[src/rtl/note_sequencer.sv]
// Record/playback sequencer for the 6-bit key-code bus: captures (code, duration) events into an
// on-chip buffer and replays them; passes live keys through whenever it is not playing.
module note_sequencer #(
   parameter int unsigned CLK_HZ  = 50_000_000,
   parameter int unsigned TICK_HZ = 100,
   parameter int unsigned DEPTH   = 64,
   parameter int unsigned DUR_W   = 8
) (
   input  logic                     clock,
   input  logic                     reset,
   input  logic [5:0]               teclas_in,
   input  logic                     rec_start,
   input  logic                     play_start,
   input  logic                     stop,
   output logic [5:0]               teclas_out,
   output logic                     recording,
   output logic                     playing,
   output logic                     full,
   output logic [$clog2(DEPTH):0]   event_count
);

   localparam int unsigned DIV     = CLK_HZ / TICK_HZ;
   localparam int unsigned DIV_W   = (DIV > 1) ? $clog2(DIV) : 1;
   localparam int unsigned AW      = (DEPTH > 1) ? $clog2(DEPTH) : 1;
   localparam int unsigned CW      = $clog2(DEPTH) + 1;
   localparam int unsigned ENTRY_W = 6 + DUR_W;
   localparam logic [DUR_W-1:0] DUR_MAX = '1;

   typedef enum logic [1:0] {StIdle, StRec, StPlayFetch, StPlayHold} state_e;

   state_e             state_q, state_d;
   logic [DIV_W-1:0]   div_q, div_d;
   logic [5:0]         out_q, out_d;
   logic [CW-1:0]      count_q, count_d;
   logic               full_q, full_d;
   logic [5:0]         cur_q, cur_d;
   logic [DUR_W-1:0]   dur_q, dur_d;
   logic [AW-1:0]      idx_q, idx_d;
   logic [DUR_W-1:0]   remain_q, remain_d;

   logic               tick;
   logic [5:0]         code;
   logic               wr_en;
   logic               last_slot;
   logic [ENTRY_W-1:0] mem [DEPTH];
   logic [ENTRY_W-1:0] rd_data;

   assign tick      = (div_q == DIV_W'(DIV - 1));
   assign div_d     = tick ? '0 : div_q + DIV_W'(1);
   assign code      = (teclas_in <= 6'd32) ? teclas_in : 6'd0;
   assign last_slot = (count_q == CW'(DEPTH - 1));

   // Read address is the next index so the entry is ready during the single fetch cycle.
   always_ff @(posedge clock) begin
      if (wr_en) begin
         mem[count_q[AW-1:0]] <= {cur_q, dur_q};
      end
      rd_data <= mem[idx_d];
   end

   always_comb begin
      state_d  = state_q;
      out_d    = out_q;
      count_d  = count_q;
      full_d   = full_q;
      cur_d    = cur_q;
      dur_d    = dur_q;
      idx_d    = idx_q;
      remain_d = remain_q;
      wr_en    = 1'b0;
      unique case (state_q)
         StIdle: begin
            out_d = code;
            if (stop) begin
               state_d = StIdle;
            end else if (rec_start) begin
               state_d = StRec;
               count_d = '0;
               full_d  = 1'b0;
               cur_d   = code;
               dur_d   = '0;
            end else if (play_start && (count_q != '0)) begin
               state_d = StPlayFetch;
               idx_d   = '0;
            end
         end
         StRec: begin
            out_d = code;
            if (stop) begin
               if (dur_q != '0) begin
                  wr_en   = 1'b1;
                  count_d = count_q + CW'(1);
                  if (last_slot) full_d = 1'b1;
               end
               state_d = StIdle;
            end else if (tick) begin
               if ((code == cur_q) && (dur_q != DUR_MAX)) begin
                  dur_d = dur_q + DUR_W'(1);
               end else begin
                  cur_d = code;
                  dur_d = DUR_W'(1);
                  if (dur_q != '0) begin
                     wr_en   = 1'b1;
                     count_d = count_q + CW'(1);
                     if (last_slot) begin
                        full_d  = 1'b1;
                        state_d = StIdle;
                     end
                  end
               end
            end
         end
         StPlayFetch: begin
            if (stop) begin
               state_d = StIdle;
            end else begin
               out_d    = rd_data[ENTRY_W-1:DUR_W];
               remain_d = rd_data[DUR_W-1:0];
               state_d  = StPlayHold;
            end
         end
         StPlayHold: begin
            if (stop) begin
               state_d = StIdle;
            end else if (tick) begin
               remain_d = remain_q - DUR_W'(1);
               if (remain_q == DUR_W'(1)) begin
                  if ((CW'(idx_q) + CW'(1)) == count_q) begin
                     state_d = StIdle;
                  end else begin
                     idx_d   = idx_q + AW'(1);
                     state_d = StPlayFetch;
                  end
               end
            end
         end
         default: state_d = StIdle;
      endcase
   end

   always_ff @(posedge clock) begin
      if (reset) begin
         state_q  <= StIdle;
         div_q    <= '0;
         out_q    <= '0;
         count_q  <= '0;
         full_q   <= 1'b0;
         cur_q    <= '0;
         dur_q    <= '0;
         idx_q    <= '0;
         remain_q <= '0;
      end else begin
         state_q  <= state_d;
         div_q    <= div_d;
         out_q    <= out_d;
         count_q  <= count_d;
         full_q   <= full_d;
         cur_q    <= cur_d;
         dur_q    <= dur_d;
         idx_q    <= idx_d;
         remain_q <= remain_d;
      end
   end

   assign teclas_out  = out_q;
   assign recording   = (state_q == StRec);
   assign playing     = (state_q == StPlayFetch) || (state_q == StPlayHold);
   assign full        = full_q;
   assign event_count = count_q;

endmodule
[config.mk]
export PLATFORM = sky130hd
export DESIGN_NAME = note_sequencer
export DESIGN_NICKNAME = d
export VERILOG_FILES = /design/src/rtl/note_sequencer.sv
export SDC_FILE = /design/constraint.sdc
export NUM_CORES = 1
export LEC_CHECK = 0
export ABC_CLOCK_PERIOD_IN_PS = 4500
export CAP_MARGIN = 10
export CELL_PAD_IN_SITES_DETAIL_PLACEMENT = 1
export CELL_PAD_IN_SITES_GLOBAL_PLACEMENT = 2
export CORE_MARGIN = 5
export CORE_UTILIZATION = 45
export CTS_CLUSTER_SIZE = 25
export DETAILED_ROUTE_END_ITERATION = 12
export PLACE_DENSITY_LB_ADDON = 0.1
export SYNTH_ARGS = -nofsm -noshare
export SYNTH_HDL_FRONTEND = slang
export SYNTH_SLANG_ARGS = --single-unit
[constraint.sdc]
create_clock -name clock -period 4.5 [get_ports clock]
set_input_delay 0.675 -clock clock [delete_from_list [all_inputs] [get_ports clock]]
set_output_delay 0.675 -clock clock [all_outputs]
set_load 0.01 [all_outputs]
=== After elaboration in Yosys (flattened, before gate mapping) ===
Memories as Yosys holds them, arrays and structs flattened. A register that Yosys moved wholly into a read port is not among the register bits.
Cells that the tools add are included.

* Memories: 1
* Memory bits (read-only): 0
* Input bits: 11
* Bits in registers: 63
* Bits in writable memories: 896
* Bits in latches: 0

{| class="wikitable"
|+ Memory list
! name !! depth !! bits a word !! read ports !! clocked after memory_dff !! wr ports !! RTL line !! text
|-
| mem || 64 || 14 || 1 || 1 || 1 || 45 || <nowiki>logic [ENTRY_W-1:0] mem [DEPTH];</nowiki>
|}

* Order comparisons: 1
* Multipliers: 0
* Multiplexer cells: 63
* Div/mod/pow operators: 0
* $add $sub $neg: 6
* Eq/ne operators: 24
* Bitwise logic cells: 0
* Shifts and indexed selects: 0
* Reductions and logical operators: 17

{| class="wikitable"
|+ Operator list
! operator !! number
|-
| $mux W6 || 14
|-
| $mux W8 || 8
|-
| $mux W7 || 6
|-
| $pmux W6 S2 || 3
|-
| $pmux W8 S2 || 2
|-
| $mux W2 || 13
|-
| $add A19 B1 Y19 const B || 1
|-
| $eq A19 B19 Y1 const B || 1
|-
| $mux W1 || 14
|-
| $ne A2 B2 Y1 const B || 7
|-
| $pmux W7 S2 || 1
|-
| $reduce_and A5 Y1 || 2
|-
| $ne A3 B2 Y1 const B || 3
|-
| $ne A3 B3 Y1 const B || 3
|-
| $add A8 B1 Y8 const B || 1
|-
| $eq A8 B1 Y1 const B || 1
|-
| $ne A8 B8 Y1 const B || 1
|-
| $pmux W2 S4 || 1
|-
| $reduce_bool A8 Y1 || 1
|-
| $sub A8 B1 Y8 const B || 1
|-
| $add A6 B1 Y7 const B || 1
|-
| $add A7 B1 Y7 const B || 1
|-
| $eq A7 B6 Y1 const B || 1
|-
| $eq A7 B7 Y1 || 1
|-
| 18 further kinds || 23
|}

=== Logic depth before layout (Yosys ltp) ===
Gate-level depths: netlist of run 1.

* Word-level depth: 10
* Mapped depth: 16
* Depth with buffers taken out: 12

=== Least setup slack after synthesis of run 1 ===
No wires, ideal clock.

* Kind: register to register
* Start: register dur_q[0]
* End: memory mem[58][0] in the netlist's numbering (enable)
* Clock period less this slack: 4.085 ns
* Required time: 4.116 ns
* Slack: 0.415 ns
* Stages on the path, launching flop included: 12
* Library setup time: 0.384 ns
* Data arrival time: 3.700 ns
* Path through: dfxtp_1 > ha_1 > and3_1 > and3_1 > a31oi_1 > and4_1 > nor2_1 > o21a_1 > nand2_1 > or4_1 > clkbuf_1 > nor2_1

* Word-level cells in the longest chain between the ends: 8

{| class="wikitable"
|+ Ends and longest elaborated chain
! what !! RTL line !! text
|-
| from (decl) || 37 || <nowiki>logic [DUR_W-1:0] dur_q, dur_d;</nowiki>
|-
| from (signal assigned) || 159 || <nowiki>dur_q <= dur_d;</nowiki>
|-
| $reduce_bool A8 Y1 / $ne A8 B8 Y1 (equally long branches) || 90, 102, 97 ||
|-
| $mux W1 / $logic_and A1 B1 Y1 (equally long branches) || 90, 102, 97 ||
|-
| $mux W1 || 97 || <nowiki>if ((code == cur_q) && (dur_q != DUR_MAX)) begin</nowiki>
|-
| $mux W1 || 96 || <nowiki>end else if (tick) begin</nowiki>
|-
| $mux W1 * || 89 || <nowiki>if (stop) begin</nowiki>
|-
| $mux W1 * || 71 || <nowiki>unique case (state_q)</nowiki>
|-
| $mux W1 * || 55 || <nowiki>if (wr_en) begin</nowiki>
|-
| $mux W1 (implied by the code) * || 56 || <nowiki>mem[count_q[AW-1:0]] <= {cur_q, dur_q};</nowiki>
|-
| to (decl) || 45 ||
|}

Mark *: on every way between the ends. The rest lies on a longest branch, timed or not.

=== Worst setup path after layout of run 1 ===
* Start: register remain_q[1]
* End: register rd_data[10] (read register of mem)

* Word-level cells in the longest chain between the ends: 5

{| class="wikitable"
|+ Ends and longest elaborated chain
! what !! RTL line !! text
|-
| from (decl) || 39 || <nowiki>logic [DUR_W-1:0] remain_q, remain_d;</nowiki>
|-
| from (signal assigned) || 161 || <nowiki>remain_q <= remain_d;</nowiki>
|-
| $eq A8 B1 Y1 || 127 || <nowiki>if (remain_q == DUR_W'(1)) begin</nowiki>
|-
| $mux W6 || 127 ||
|-
| $mux W6 || 125 || <nowiki>end else if (tick) begin</nowiki>
|-
| $mux W6 || 123 || <nowiki>if (stop) begin</nowiki>
|-
| $pmux W6 S2 || 71 ||
|-
| to (decl) || 46 || <nowiki>logic [ENTRY_W-1:0] rd_data;</nowiki>
|}

Every way passes these cells.
A chain may end at the register's enable or synchronous reset.

==> flow_metrics.py, run 1 <==
metrics = {
    "cts": {
        "ctsHtreeMaxLevel": 3,
        "clk_pin_slew_worst_paths_ns": 0.06,
        "insertion_delay_ns": 0.67,
        "cts_root_buf": "clkbuf_16",
        "cts_buffer_depth": 3,
        "hold_buffers": 0,
        "numCtsBuffers": 102,
        "cts_tree": "done",
        "numClockSinks": 973,
    },
    "global_route": {
        "top_usage_layer": "met2",
        "use_met3_pct": 3.36,
        "grt_use_total_pct": 25.2,
        "met2_usage_pct": 41.7,
        "grt_pass1_vias": 25700,
        "grtUsageMet1_pct": 35.3,
        "grt_pass1_wl_um": 176000,
        "grt-ovfl-total": 0,
        "grt_start_max_net_pins": 69,
        "antenna_found_initial": 4,
    },
    "setup_path": {
        "critPathCaptureType": "flip-flop",
        "arrival_ns": 4.96,
        "critical_path_class": "reg -> reg",
        "worst_ep_required_time_ns": 5.10,
        "critical_path_peak_fanout": 23,
        "worst_setup_path_start_kind": "flip-flop",
    },
    "logic_synthesis": {
        "synth-xor-area-share_pct": 0.669,
        "synth_seq_cells": 973,
        "yosysSeqAreaShare_pct": 72.5,
        "synth_common_cells": "edfxtp_1 (896), nand2_1 (363), mux2i_1 (276)",
        "synthAdderAreaFrac_pct": 0.414,
        "synth_top_family_by_area": "simple AND/OR/NAND/NOR gates",
        "syn-instance-count": 2678,
        "yosys.area.top_type": "edfxtp_1",
        "synthMuxAreaShare_pct": 8.08,
        "yosysMostFrequentCell": "edfxtp_1",
        "synth_edf_count": 896,
        "synth-compound-area-share_pct": 7.06,
        "yosys-top-cells-area": "edfxtp_1 (69%), mux2i_1 (7.0%), dfxtp_1 (3.9%)",
        "synth_flop_cell": "edfxtp_1",
        "synth-simple-area-share_pct": 9.24,
        "synthesis.area_um2": 39300,
        "synth_nets": 2702,
        "syn_avg_cell_area_um2": 14.7,
        "synth_top_cell_area_share_pct": 68.5,
        "yosys_warnings": 0,
        "async_reset_ff_share_pct": 0,
        "ys_types": 79,
    },
    "cells_and_area": {
        "regArea_um2": 28500,
        "drive_gt1_share_pct": 18.3,
        "multiInputGateArea_um2": 10100,
        "fill_cells": 8293,
        "fin_area_um2": 46500,
        "fin_nets": 3008,
        "fin_util_pct": 53.7,
        "area_growth_pct": 18.6,
    },
    "sta": {
        "tightest_slew_ns": 1.12,
        "whs_ns": 0.469,
        "setup_viol_count_final": 0,
        "slew_headroom_pct": 25.0,
        "rsz0062_at_grt": "false",
        "timing.final.ws_setup_ns": 0.149,
        "slew_violations": 0,
        "fmax_ghz": 0.230,
        "finalClockSkew_ns": 0.0218,
        "finalSetupTns_ns": 0,
        "finalCritPeriodShare_pct": 96.7,
        "finalHoldViolCount": 0,
        "fin_crit_ns": 4.35,
    },
    "floorplanning": {
        "initial_utilization_pct": 45.3,
        "num_rows": 108,
        "die_w_um": 305,
        "core-area_um2": 86600,
        "ioPinCount": 27,
        "die_h_um": 305,
        "dieArea_um2": 93200,
    },
    "pwr": {
        "irDropWorstVdd_v": 0.000365,
        "p_per_area_nw_per_um2": 394,
        "cellLeakagePower_nw": 16.5,
    },
    "placed_design": {
        "port_buffers": 26,
        "gp_congestion": 0.864,
        "dp_hpwl_um": 75700,
        "dpl_cell_area_um2": 43200,
        "dp_slack_ns": -0.869,
    },
    "drt": {
        "drc": 0,
        "drt-total-wl_um": 120000,
        "viasPerCell": 5.85,
        "drt-wirelength-per-cell_um": 28.4,
        "vias": 24700,
        "drtPass1Iterations": 5,
        "ant_nets": 0,
        "first_iter_violations": 1970,
    },
    "outcome": {
        "run_status": "complete, no violations",
    },
    "worst_hold_path": {
        "hp-class": "reg -> reg",
    },
    "run": {
        "maxCapViolCount": 0,
    },
}
## power breakdown
group / switching (mW) / internal (mW)
Sequential: 0.0117 / 9.78
Combinational: 0.143 / 0.0632
Clock: 3.47 / 4.87
## layout by cell type, fill, tap and decap left out, types with 18 or more instances in the layout
cell	synthesis	final
o22ai_1	70	70
a31oi_1	33	33
xor2_1	19	19
buf_12	0	35
clkdlybuf4s50_1	0	25
nand4_1	27	27
clkbuf_16	0	104
a2111oi_0	29	22
o21ai_0	44	44
nor2_1	176	175
dfxtp_1	77	63
a21oi_1	37	37
mux2_2	27	27
buf_4	10	296
and3_1	37	37
nand3_1	85	85
clkinv_1	1	26
nand2_1	363	363
clkbuf_1	71	18
clkinv_2	0	23
inv_1	19	19
edfxtp_1	896	896
mux2i_1	276	276
a32o_1	39	39
nor3_1	47	45
## metal layers
| layer | share of wire (%) | up-vias | wire, µm |
|---|---|---|---|
| met1 | 43 | 12900 | 52200 |
| li1 | - | 10900 | - |
| met2 | 48 | 693 | 57400 |
| met3 | 5.3 | 192 | 6360 |
| met4 | 3.3 | 4 | 3980 |
| met5 | 0.020 | - | 24 |
## metrics by stage
step / total power, mW / instances
after floorplan: 10.1 / 2678
after global placement: 10.2 / 4032
after detailed placement: 10.2 / 4032
after CTS: 18.5 / 4222
after global routing: 18.9 / 4225
final: 18.3 / 4227
## logic make-up (layout without fill, tap and decap cells)
logic type / Yosys count / after routing
multiplexers: 310 / 310
AO/OA/AOI/OAI: 372 / 372
buffers and inverters: 175 / 567
AND/OR/NAND/NOR: 805 / 805
other: 0 / 2
flip-flops: 973 / 973
XOR/XNOR: 30 / 30
adder cells (fa/ha/maj): 13 / 13
## worst paths after layout
| path | endpoint | startpoint | slack (ns) | cells after the start |
|---|---|---|---|---|
| max | rd_data[10] | remain_q[1] | 0.15 | 16 |
| max reg2reg | rd_data[10] | remain_q[1] | 0.15 | 16 |
| min reg2reg | div_q[0] | div_q[0] | 0.47 | 1 |
| min | div_q[0] | div_q[0] | 0.47 | 1 |
## registers in the layout, summed over array words and instances (netlist names)
signal       cells
event_count      7
full             1
remain_q         8
mem            896
dur_q            8
cur_q            6
teclas_out       6
state_q          2
div_q           19
rd_data         14
idx_q            6
## critical path: stages, from the launching register on
cell       delay, ns
dfxtp_1         0.34
inv_1           0.10
ha_1            0.18
or3b_2          0.46
nor4_2          0.22
nand3_1         0.26
a21oi_2         0.36
buf_4           0.19
o21ai_4         0.09
buf_4           0.19
or2_2           0.38
buf_4           0.26
a2111oi_0       0.70
buf_4           0.23
a2111oi_1       0.05
buf_4           0.18
nand4_1         0.08
## what timing repair did
action,CTS,global route
gates resized for setup,6,7
setup endpoints to repair,5,6
setup buffers,0,2
pin swaps,0,1
## final cells by class
cell class / instances / area share [%]
Clock inverter: 67 / 1.34
Sequential cell: 973 / 61.2
Multi-Input combinational cell: 1530 / 21.6
Timing Repair Buffer: 357 / 6.83
Tap cell: 1155 / 3.10
Inverter: 20 / 0.161
Clock buffer: 123 / 5.77
Antenna cell: 2 / 0.0108
No activity file was read; power rests on OpenSTA's default activity.
==> inputs of run 2 (changes only) <==
--- a/config.mk
+++ b/config.mk
@@ -11,9 +11,8 @@
 export CELL_PAD_IN_SITES_GLOBAL_PLACEMENT = 2
 export CORE_MARGIN = 5
 export CORE_UTILIZATION = 45
-export CTS_CLUSTER_SIZE = 25
 export DETAILED_ROUTE_END_ITERATION = 12
-export PLACE_DENSITY_LB_ADDON = 0.1
+export PLACE_DENSITY = 0.87
 export SYNTH_ARGS = -nofsm -noshare
 export SYNTH_HDL_FRONTEND = slang
 export SYNTH_SLANG_ARGS = --single-unit
==> run 2 against run 1 <==
Effect of this change:
- hold slack got worse by 0.0038 ns
- cell count is 1.1% lower
- core utilization fell by 0.27 points
- maximum frequency fell by 1.1%
- power grew 1.6%
- critical endpoint is now rd_data[6]
- non-clock buffer count down 46
- first-iteration DRC count grew 44%
==> flow_metrics.py, run 2 (synthesized netlist as in run 1, its figures left out) <==
metrics = {
    "floorplanning": {
        "initial_utilization_pct": 45.3,
        "die_w_um": 305,
        "dieArea_um2": 93200,
        "die_h_um": 305,
        "core-area_um2": 86600,
        "num_rows": 108,
        "ioPinCount": 27,
    },
    "sta": {
        "finalClockSkew_ns": 0.0269,
        "finalHoldViolCount": 0,
        "slew_headroom_pct": 15.2,
        "fin_crit_ns": 4.40,
        "finalSetupTns_ns": 0,
        "finalCritPeriodShare_pct": 97.8,
        "setup_viol_count_final": 0,
        "timing.final.ws_setup_ns": 0.0995,
        "tightest_slew_ns": 1.27,
        "rsz0062_at_grt": "false",
        "whs_ns": 0.466,
        "fmax_ghz": 0.227,
        "slew_violations": 0,
    },
    "placed_design": {
        "port_buffers": 26,
        "dp_slack_ns": -0.665,
        "gp_congestion": 0.964,
        "dp_hpwl_um": 75700,
        "dpl_cell_area_um2": 42800,
    },
    "pwr": {
        "clkPwrFrac_pct": 46.4,
        "comb_power_share_pct": 1.1,
        "p_seq_share_pct": 52.5,
        "p_per_area_nw_per_um2": 402,
        "cellLeakagePower_nw": 16.3,
        "swShare_pct": 20.4,
        "switchingPower_mw": 3.80,
        "internal_power_mw": 14.8,
        "irDropWorstVdd_v": 0.000286,
    },
    "cells_and_area": {
        "drive_gt1_share_pct": 17.4,
        "area_growth_pct": 18.0,
        "layout_common_cells": "edfxtp_1 (896), nand2_1 (363), mux2i_1 (276)",
        "fin_util_pct": 53.5,
        "largest_reg_flops": 896,
        "fin_nets": 2961,
        "mostFrequentLayoutCell": "edfxtp_1",
        "fin_area_um2": 46300,
    },
    "drt": {
        "ant_nets": 0,
        "drt-wirelength-per-cell_um": 29.6,
        "drc": 0,
        "viasPerCell": 6.11,
        "first_iter_violations": 2834,
        "drtPass1Iterations": 6,
        "vias": 25500,
        "drt-total-wl_um": 124000,
    },
    "global_route": {
        "grt_start_max_net_pins": 74,
        "use_met3_pct": 5.17,
        "top_usage_layer": "met2",
        "grtUsageMet1_pct": 33.0,
        "grt-ovfl-total": 0,
        "met2_usage_pct": 43.5,
        "grt_use_total_pct": 25.9,
        "antenna_found_initial": 2,
        "grt_pass1_wl_um": 182000,
        "grt_pass1_vias": 26800,
    },
    "setup_path": {
        "critical_path_peak_fanout": 19,
        "worst_ep_required_time_ns": 5.02,
        "arrival_ns": 4.92,
        "r2r_start": "remain_q[1]",
        "worst_setup_path_start_kind": "flip-flop",
        "r2r_cells": 14,
        "critPathCaptureType": "flip-flop",
        "startpoint": "remain_q[1]",
        "critical_path_class": "reg -> reg",
    },
    "worst_hold_path": {
        "min_from": "div_q[0]",
        "hp-class": "reg -> reg",
        "min_path_cells": 1,
    },
    "run": {
        "maxCapViolCount": 0,
    },
    "cts": {
        "cts_root_buf": "clkbuf_16",
        "numClockSinks": 973,
        "cts_tree": "done",
        "ctsHtreeMaxLevel": 3,
        "cts_buffer_depth": 3,
        "numCtsBuffers": 101,
        "cts_setup_buffers": 0,
        "insertion_delay_ns": 0.68,
        "clk_pin_slew_worst_paths_ns": 0.06,
    },
    "outcome": {
        "run_status": "complete, no violations",
    },
}
[run 2: cell types whose count changed in the layout (fill, tap and decap cells not counted), sizes merged]
| cell | change |
|---|---|
| buf | -47 |
| clkinv | -9 |
| clkinvlp | +5 |
| clkbuf | +3 |
| clkdlybuf4s50 | +1 |
| bufinv | +2 |
[run 2: routing by layer]
metal  wire length, µm  vias up
li1                  -    10800
met1             47400    13200
met2             60400     1237
met3              9920      306
met4              6050        0
met5                 0        -
[run 2: critical path: stages, from the launching register on]
cell and delay (ns):
dfxtp_1 0.34, inv_1 0.09, ha_1 0.18, or3b_2 0.47, nor4_4 0.22, nand4_1 0.27, a211o_1 0.39, nand4_1 0.14
buf_12 0.26, buf_4 0.31, mux2i_1 0.30, mux2i_1 0.17, a32o_1 0.26, a2111oi_1 0.63, nand4_1 0.17
[run 2: power groups by stage]
stage	registers (mW)	clock network, mW	logic, mW
after floorplan	10.0	0	0.0901
after detailed placement	9.98	0	0.199
after CTS	9.79	8.72	0.201
after global placement	9.98	0	0.189
after global routing	9.79	9.17	0.217
final	9.79	8.64	0.203
[run 2: stage by stage]
step / total power, mW / std cells
finish: 18.6 / 4182
global placement: 10.2 / 3989
detailed placement: 10.2 / 3989
floorplan: 10.1 / 2678
global route: 19.2 / 4180
CTS: 18.7 / 4180
[run 2: layout make-up]
class                      count  area (µm²)
antenna                        2        5.00
sequential                   973       28500
timing repair buffer         311        2820
clock buffer                 126        2680
inverter                      20        75.1
multi-input combinational   1530       10100
clock inverter                65         728
fill                        8264       40300
tap                         1155        1450
[run 2: path summary, 6_finish.rpt]
path	endpoint	slack (ns)
worst max-delay path	rd_data[6]	0.1
worst min-delay path	div_q[0]	0.47
worst max register to register	rd_data[6]	0.1
worst min register to register	div_q[0]	0.47
[run 2: repair_timing]
item | in CTS | in global routing
endpoints found under the setup margin | 8 | 13
resized for setup | 9 | 12
hold buffers | 0 | 0
